<file path="src/rtl/tc_pkg.sv">
// Timer/counter shared definitions: FSM states, register word offsets,
// CTRL bit positions and MODE codes.
package tc_pkg;

  typedef enum logic [1:0] {
    S_IDLE = 2'b00,
    S_LOAD = 2'b01,
    S_CNT  = 2'b10,
    S_INT  = 2'b11
  } state_t;

  localparam logic [1:0] A_CTRL   = 2'b00;
  localparam logic [1:0] A_PRESET = 2'b01;
  localparam logic [1:0] A_COUNT  = 2'b10;

  localparam int CTRL_EN   = 0;
  localparam int CTRL_MODE = 1;
  localparam int CTRL_IM   = 3;

  localparam logic [1:0] MODE_ONESHOT = 2'b00;
  localparam logic [1:0] MODE_RELOAD  = 2'b01;

endpackage

</file>
<file path="src/rtl/tc_prescaler.sv">
// Mod-DIV tick generator: clk, reset, run -> tick (one clk pulse every DIV
// clocks while run=1; the phase restarts whenever run drops).
module tc_prescaler #(
  parameter int DIV = 4
) (
  input  logic clk,
  input  logic reset,
  input  logic run,
  output logic tick
);

  localparam int W = (DIV > 1) ? $clog2(DIV) : 1;
  localparam logic [W-1:0] LAST = W'(DIV - 1);

  logic [W-1:0] cnt;

  assign tick = run && (cnt == LAST);

  always_ff @(posedge clk) begin
    if (reset || !run || tick) cnt <= '0;
    else                       cnt <= cnt + 1'b1;
  end

endmodule

</file>
<file path="src/rtl/timer_counter.sv">
// Memory-mapped timer: CTRL/PRESET/COUNT words, load-decrement-interrupt FSM.
// Ports: clk, reset (sync, high), addr[1:0], we, wd[31:0] -> rd[31:0], irq.
// Macro TC_PRESCALE_EN: COUNT steps only every PRESCALE_DIV clocks.
module timer_counter
  import tc_pkg::*;
#(
  parameter int PRESCALE_DIV = 4
) (
  input  logic        clk,
  input  logic        reset,
  input  logic [1:0]  addr,
  input  logic        we,
  input  logic [31:0] wd,
  output logic [31:0] rd,
  output logic        irq
);

  state_t      state, state_n;
  logic [3:0]  ctrl;
  logic [31:0] preset;
  logic [31:0] count, count_n;
  logic        flag;
  logic        tick;
  logic        set_flag, clr_flag, clr_en;

  logic en, reload, wr_ctrl, wr_preset;

  assign en        = ctrl[CTRL_EN];
  assign reload    = ctrl[CTRL_MODE+:2] == MODE_RELOAD;
  assign wr_ctrl   = we && (addr == A_CTRL);
  assign wr_preset = we && (addr == A_PRESET);

`ifdef TC_PRESCALE_EN
  tc_prescaler #(
    .DIV (PRESCALE_DIV)
  ) u_pre (
    .clk   (clk),
    .reset (reset),
    .run   (state == S_CNT),
    .tick  (tick)
  );
`else
  logic unused_div;
  assign unused_div = ^PRESCALE_DIV;
  assign tick = 1'b1;
`endif

  always_comb begin
    state_n  = state;
    count_n  = count;
    set_flag = 1'b0;
    clr_flag = 1'b0;
    clr_en   = 1'b0;
    unique case (state)
      S_IDLE: if (en) state_n = S_LOAD;
      S_LOAD: begin
        if (!en) state_n = S_IDLE;
        else begin
          count_n = preset;
          state_n = S_CNT;
        end
      end
      S_CNT: begin
        if (!en) state_n = S_IDLE;
        else if (tick) begin
          if (count > 32'd1) count_n = count - 32'd1;
          else begin
            count_n  = '0;
            set_flag = 1'b1;
            state_n  = S_INT;
          end
        end
      end
      S_INT: begin
        // Auto-reload goes straight back to LOAD so the period is PRESET+2.
        if (reload) begin
          clr_flag = 1'b1;
          state_n  = en ? S_LOAD : S_IDLE;
        end else begin
          clr_en  = 1'b1;
          state_n = S_IDLE;
        end
      end
      default: state_n = S_IDLE;
    endcase
  end

  always_ff @(posedge clk) begin
    if (reset) begin
      state  <= S_IDLE;
      ctrl   <= '0;
      preset <= '0;
      count  <= '0;
      flag   <= 1'b0;
    end else begin
      state <= state_n;
      count <= count_n;
      if (wr_ctrl)     ctrl          <= wd[3:0];
      else if (clr_en) ctrl[CTRL_EN] <= 1'b0;
      if (wr_preset) preset <= wd;
      // Bus writes clear the flag ahead of any FSM set.
      if (wr_ctrl || wr_preset) flag <= 1'b0;
      else if (set_flag)        flag <= 1'b1;
      else if (clr_flag)        flag <= 1'b0;
    end
  end

  always_comb begin
    rd = '0;
    unique case (addr)
      A_CTRL:   rd = {28'b0, ctrl};
      A_PRESET: rd = preset;
      A_COUNT:  rd = count;
      default:  rd = '0;
    endcase
  end

  assign irq = flag && ctrl[CTRL_IM];

endmodule

</file>
<file path="config.mk">
export PLATFORM = sky130hd
export DESIGN_NAME = timer_counter
export DESIGN_NICKNAME = d
export VERILOG_FILES = /design/src/rtl/tc_pkg.sv /design/src/rtl/tc_prescaler.sv /design/src/rtl/timer_counter.sv
export SDC_FILE = /design/constraint.sdc
export NUM_CORES = 1
export LEC_CHECK = 0
export ABC_AREA = 1
export CORE_UTILIZATION = 50
export CTS_BUF_LIST = sky130_fd_sc_hd__clkbuf_4 sky130_fd_sc_hd__clkbuf_8
export CTS_CLUSTER_DIAMETER = 40
export DETAILED_ROUTE_END_ITERATION = 16
export HOLD_SLACK_MARGIN = 0.03
export PLACE_DENSITY = 0.79
export RECOVER_POWER = 50
export SLEW_MARGIN = 20
export SYNTH_ARGS = -nofsm -noshare
export SYNTH_HDL_FRONTEND = slang
export SYNTH_SLANG_ARGS = --single-unit
</file>
<file path="constraint.sdc">
create_clock -name clk -period 1.55 [get_ports clk]
set_input_delay 0.2325 -clock clk [delete_from_list [all_inputs] [get_ports clk]]
set_output_delay 0.2325 -clock clk [all_outputs]
set_load 0.03 [all_outputs]
</file>
After elaboration in Yosys (flattened, before gate mapping)

Index checks and enable logic that the tools add are counted.

Register bits: 71
Bits of input ports: 37
Output and inout port bits: 33
Word-level logic and storage cells: 53

$add $sub $neg: 1
Order comparisons: 1
Eq/ne operators: 10
Mux-type cells: 23
Reductions and logical operators: 12

Operator list:

| kind                                                 | number |
|---|---|
| two-way mux 32 bit                                   | 3 |
| one-hot mux 32 bit (3 select lines)                  | 1 |
| one-hot mux 32 bit (2 select lines)                  | 1 |
| > comparator 32 x 1 -> 1 bit (second input constant) | 1 |
| subtractor 32 x 1 -> 32 bit (second input constant)  | 1 |
| two-way mux 1 bit                                    | 13 |
| two-way mux 2 bit                                    | 4 |
| one-hot mux 2 bit (4 select lines)                   | 1 |
| == test 2 x 1 -> 1 bit (second input constant)       | 3 |
| == test 2 bit (second input constant)                | 3 |
| != test 2 bit (second input constant)                | 3 |
| nonzero test 2 bit                                   | 3 |
| zero test 2 bit                                      | 2 |
| logical AND 1 bit                                    | 3 |
| != test 3 bit (second input constant)                | 1 |
| AND reduction 3 bit                                  | 1 |
| AND reduction 2 bit                                  | 1 |
| OR reduction 2 bit                                   | 1 |
| logical OR 1 bit                                     | 1 |

Longest topological paths before layout

Depth after elaboration: 5
Depth in mapped cells: 12
Depth with buffers taken out: 11

Least setup slack after synthesis

Ideal clock, no wire load.

Path kind: input to output
Start: in addr[0]
End: out rd[13]
Data arrival time: 1440 ps
Slack: -123 ps
Cell stages on the path: 6
Buffers on the path: 2
Cell sequence: inv_1 > nor2_2 > inv_1 > clkbuf_1 > buf_1 > o22ai_1

Longest elaborated chain between the ends: 2

RTL lines:

| what                                    | RTL line             | RTL |
|---|---|---|
| from (decl)                             | timer_counter.sv:11  | `input logic [1:0] addr,` |
| == test 2 bit (tied with other cells)   | timer_counter.sv:110 | `unique case (addr)` |
| one-hot mux 32 bit (3 select lines) (*) | timer_counter.sv:110 |  |
| to (decl)                               | timer_counter.sv:14  | `output logic [31:0] rd,` |

Mark *: on every way between the ends. The rest lies on a longest branch, timed or not.

Worst setup path in the final report

Start: reg count[11]
End: reg count[20]

Longest elaborated chain between the ends: 4

RTL lines:

| what                                                                               | RTL line            | RTL |
|---|---|---|
| from (decl)                                                                        | timer_counter.sv:21 | `logic [31:0] count, count_n;` |
| from (signal assigned)                                                             | timer_counter.sv:97 | `count <= count_n;` |
| subtractor 32 x 1 -> 32 bit / > comparator 32 x 1 -> 1 bit (equally long branches) | timer_counter.sv:66 | `if (count > 32'd1) count_n = count - 32'd1;` |
| two-way mux 32 bit (*)                                                             | timer_counter.sv:66 |  |
| two-way mux 32 bit (*)                                                             | timer_counter.sv:64 | `if (!en) state_n = S_IDLE;` |
| one-hot mux 32 bit (2 select lines) (*)                                            | timer_counter.sv:54 | `unique case (state)` |

Mark *: on every way between the ends. The rest lies on a longest branch, timed or not. The select of a mux whose other input is x is not followed.
A chain may end at the register's enable or synchronous reset.

==> impl_metrics.prom <==
# TYPE chip_impl_metric gauge
chip_impl_metric{name="drv_slew",unit=""} 0
chip_impl_metric{name="drt_pass1_iterations",unit=""} 8
chip_impl_metric{name="final_period_minus_worst_setup_slack",unit="ps"} 1600
chip_impl_metric{name="leakagePower",unit="nW"} 2.58
chip_impl_metric{name="post_synth_inst_count",unit=""} 624
chip_impl_metric{name="arrival_time_reported_for_the_critical_path_endpoint",unit="ps"} 1840
chip_impl_metric{name="placement.io_buffers",unit=""} 69
chip_impl_metric{name="hold_path_depth",unit=""} 4
chip_impl_metric{name="floorplan.die_area",unit="mm²"} 0.00886
chip_impl_metric{name="initial_utilization",unit="%"} 51.6
chip_impl_metric{name="detailroute.via_count",unit=""} 4712
chip_impl_metric{name="core-area",unit="mm²"} 0.00822
chip_impl_info{name="failed_checks",value="setup timing"} 1
chip_impl_metric{name="rows",unit=""} 33
chip_impl_metric{name="cts_hold_repair.buffers",unit=""} 0
chip_impl_metric{name="via_per_inst",unit=""} 5.48
chip_impl_metric{name="avgRoutedWirePerCell",unit="µm"} 15.6
chip_impl_metric{name="ios",unit=""} 70
chip_impl_metric{name="placed_cells",unit=""} 828
chip_impl_metric{name="finish.utilization",unit="%"} 73.8
chip_impl_metric{name="grt_pass1_wl",unit="µm"} 21000
chip_impl_metric{name="grtUsageTotal",unit="%"} 30.3
chip_impl_metric{name="clock_network_latency_to_the_later_pin_of_the_worst_skew_pair",unit="ps"} 350
chip_impl_metric{name="number_of_global_route_vias_before_repair",unit=""} 4477
chip_impl_metric{name="final_nets",unit=""} 789
chip_impl_metric{name="cellPowerDensity",unit="mW/mm²"} 744
chip_impl_metric{name="tightest_slew",unit="ps"} 453
chip_impl_info{name="critPathSlowestCell",value="dfxtp_1"} 1
chip_impl_metric{name="report.final.setup_viol",unit=""} 34
chip_impl_metric{name="dp_hpwl",unit="µm"} 9010
chip_impl_metric{name="yosysWarningCount",unit=""} 0
chip_impl_metric{name="cp_data_required_time",unit="ps"} 1790
chip_impl_metric{name="netlist-cell-type-count",unit=""} 34
chip_impl_metric{name="combined_area_of_all_synthesized_cells",unit="mm²"} 0.00424
chip_impl_metric{name="initialDrtViolationCount",unit=""} 237
chip_impl_metric{name="drive_gt1_share",unit="%"} 35.1
chip_impl_metric{name="layout_setup_ws",unit="ps"} -50.8
chip_impl_metric{name="sequential_cell_area",unit="mm²"} 0.00144
chip_impl_metric{name="cts_num_sinks",unit=""} 71
chip_impl_info{name="cts_root_buf",value="clkbuf_8"} 1
chip_impl_metric{name="antenna-diode-count",unit=""} 0
chip_impl_metric{name="min_period_over_period",unit="%"} 103
chip_impl_info{name="category_of_the_most_critical_setup_path",value="reg2reg"} 1
chip_impl_metric{name="post-synth-top-area-fraction",unit="%"} 33.5
chip_impl_metric{name="die_y",unit="µm"} 94.1
chip_impl_metric{name="place.gp.congestion",unit=""} 0.889
chip_impl_metric{name="global_route.overflow_total",unit=""} 0
chip_impl_metric{name="syn-mean-instance-area",unit="µm²"} 6.80
chip_impl_info{name="crit_chain",value="nor2_1, nand2_2, nor2_4, nand2_1, nand2_4, nand2_8, nand2_8, nor2_1, nor2_1, nor2_1"} 1
chip_impl_metric{name="timing.max_slew.rel_slack",unit="%"} 69.8
chip_impl_info{name="synth_top_area_cell",value="dfxtp_1"} 1
chip_impl_metric{name="clock_tree.buffer_depth",unit=""} 2
chip_impl_metric{name="cap_viol_max_count",unit=""} 0
chip_impl_metric{name="multiInputGateArea",unit="mm²"} 0.00265
chip_impl_metric{name="routed_wirelength",unit="µm"} 13400
chip_impl_info{name="synth_area_leaders",value="dfxtp_1, o21ai_0, a21oi_1"} 1
chip_impl_info{name="worst_setup_path_end_kind",value="flop"} 1
chip_impl_metric{name="die-width",unit="µm"} 94.1
chip_impl_metric{name="fillers",unit=""} 648
chip_impl_metric{name="drt_drc_violations_left",unit=""} 0
chip_impl_info{name="grt_setup_unrepaired",value="true"} 1
chip_impl_metric{name="h_tree_depth",unit=""} 3
chip_impl_info{name="timing.critical_path.mode_cell",value="nor2_1"} 1
chip_impl_metric{name="worst_clock_skew",unit="ps"} 9.97
chip_impl_metric{name="cts_buffers",unit=""} 9
chip_impl_metric{name="clk_pin_slew",unit="ps"} 80
chip_impl_metric{name="route.antenna.remaining_nets",unit=""} 0
chip_impl_metric{name="stdcell_count",unit=""} 860
chip_impl_metric{name="areaGrowthSynthToFinish",unit="%"} 42.9
chip_impl_metric{name="maxClockFrequency",unit="MHz"} 625
chip_impl_metric{name="hold_viol_final",unit=""} 0
chip_impl_metric{name="pin_count_of_the_biggest_net_entering_global_routing",unit=""} 35
chip_impl_metric{name="mappedNetlistNets",unit=""} 663
chip_impl_metric{name="crit_fanout",unit=""} 5
chip_impl_metric{name="synth.yosys.seq_area_share",unit="%"} 33.5
chip_impl_info{name="worst_hold_path_type",value="in2reg"} 1
chip_impl_metric{name="antenna_found_initial",unit=""} 0
chip_impl_info{name="start_kind",value="flop"} 1
chip_impl_metric{name="r2r.worst_path.cells",unit=""} 10
chip_impl_metric{name="yosys_register_bits",unit=""} 71
chip_impl_metric{name="worst_ir_drop_vdd",unit="mV"} 0.444
chip_impl_info{name="cts_tree",value="built"} 1
chip_impl_metric{name="cpPeakStageDelay",unit="ps"} 360
chip_impl_info{name="run_status",value="finished, violations left"} 1
[sequential cells by signal, summed over array words and instances (netlist names)]
signal and flops:
count 32, ctrl 4, flag 1, preset 32, state 2
[area by class of cell]
| class | count | area share (%) |
|---|---|---|
| timing repair buffer | 141 | 20.6 |
| inverter | 84 | 5.59 |
| clock buffer | 13 | 2.74 |
| sequential | 71 | 23.7 |
| tap | 105 | 2.17 |
| multi-input combinational | 441 | 43.7 |
| timing repair inverter | 2 | 0.413 |
| clock inverter | 3 | 1.07 |
[Yosys cell counts (all sizes together)]
master and number:
o211ai 2, inv 84, buf 10, o21ai 80
a21oi 87, clkbuf 18, dlygate4sd1 1, o221ai 3
nor2 87, nand2 114, o22ai 29, nand4 4
ha 2, and2 1, xor2 16, dfxtp 71
nand3 14, nor3 1
[final timing paths]
| path | startpoint | slack (ps) | endpoint |
|---|---|---|---|
| worst max register to register | count[11] | -50 | count[20] |
| worst min-delay path | addr[1] | 320 | flag |
| worst min register to register | preset[6] | 470 | preset[6] |
| worst max-delay path | count[11] | -50 | count[20] |
[metal layers]
metal	GRT usage [%]	wire, µm	vias to the layer above
met5	0	0	-
met4	13.8	464	0
met3	3.80	629	36
met2	52.8	6630	158
met1	37.0	5710	2221
li1	-	-	2297
[cell families (layout without fill, tap and decap cells)]
| logic type | count (synthesis) | after routing | share of synthesized area, % |
|---|---|---|---|
| AOI/OAI and AO/OA | 201 | 201 | 26.6 |
| xor gates and xnor gates | 16 | 16 | 3.30 |
| adders and majority gates | 2 | 2 | 0.590 |
| buffers and inverters | 113 | 243 | 11.7 |
| DFF | 71 | 71 | 33.5 |
| and+or+nand+nor | 221 | 222 | 24.2 |
[worst max-delay path: cells and delay by family (launching register included)]
kind	cells	cell delay, ps
flops	1	360
simple gates	10	1120
[what timing repair did]
| action | CTS | global route |
|---|---|---|
| buffers inserted | 6 | 6 |
| gates resized for setup | 36 | 90 |
| hold endpoints to repair | 0 | 0 |
| pin swaps | 10 | 26 |
| cloned | 4 | 0 |
| setup endpoints to repair | 66 | 45 |
[report_power, final]
group	total (W)	internal, W	switching [W]	leakage [nW]
sequential	0.00191	0.00188	0.0000344	0.583
clock	0.00176	0.00103	0.000731	0.120
combinational	0.000839	0.000377	0.000462	1.88
[per-stage QoR]
| step | total power, W | area [µm²] | hold slack (ps) | setup slack (ps) | setup TNS (ps) |
|---|---|---|---|---|---|
| finish | 0.00451 | 6060 | 323 | -50.8 | -1280 |
| global route | 0.00468 | 6060 | 341 | -112 | -3570 |
| CTS | 0.00444 | 5770 | 472 | -9.83 | -69.1 |
| detailed placement | 0.00266 | 5310 | 459 | -218 | -10860 |
| global placement | 0.00264 | 5310 | 455 | -204 | -7980 |
| floorplan | 0.00234 | 4240 | 302 | -123 | -1230 |
[placed cells by master (no fill, tap or decap), types with 4 or more instances in the layout]
| cell type | synthesis | final |
|---|---|---|
| o21ai_1 | 2 | 7 |
| o22ai_1 | 29 | 24 |
| nand4_1 | 4 | 4 |
| clkdlybuf4s50_1 | 0 | 33 |
| nand2_1 | 87 | 70 |
| clkbuf_4 | 1 | 6 |
| o21ai_0 | 78 | 71 |
| buf_12 | 2 | 5 |
| dfxtp_1 | 71 | 59 |
| xor2_1 | 16 | 13 |
| o22ai_2 | 0 | 4 |
| a21oi_1 | 68 | 63 |
| nor2_4 | 5 | 9 |
| nand3_1 | 14 | 13 |
| nand2_2 | 23 | 31 |
| a21oi_2 | 19 | 24 |
| buf_6 | 2 | 6 |
| nor2_2 | 7 | 31 |
| clkbuf_8 | 0 | 11 |
| nand2_4 | 3 | 11 |
| dfxtp_2 | 0 | 11 |
| buf_4 | 1 | 86 |
| nor2_1 | 74 | 46 |
| inv_1 | 81 | 77 |
No activity file was read; power rests on OpenSTA's default activity.
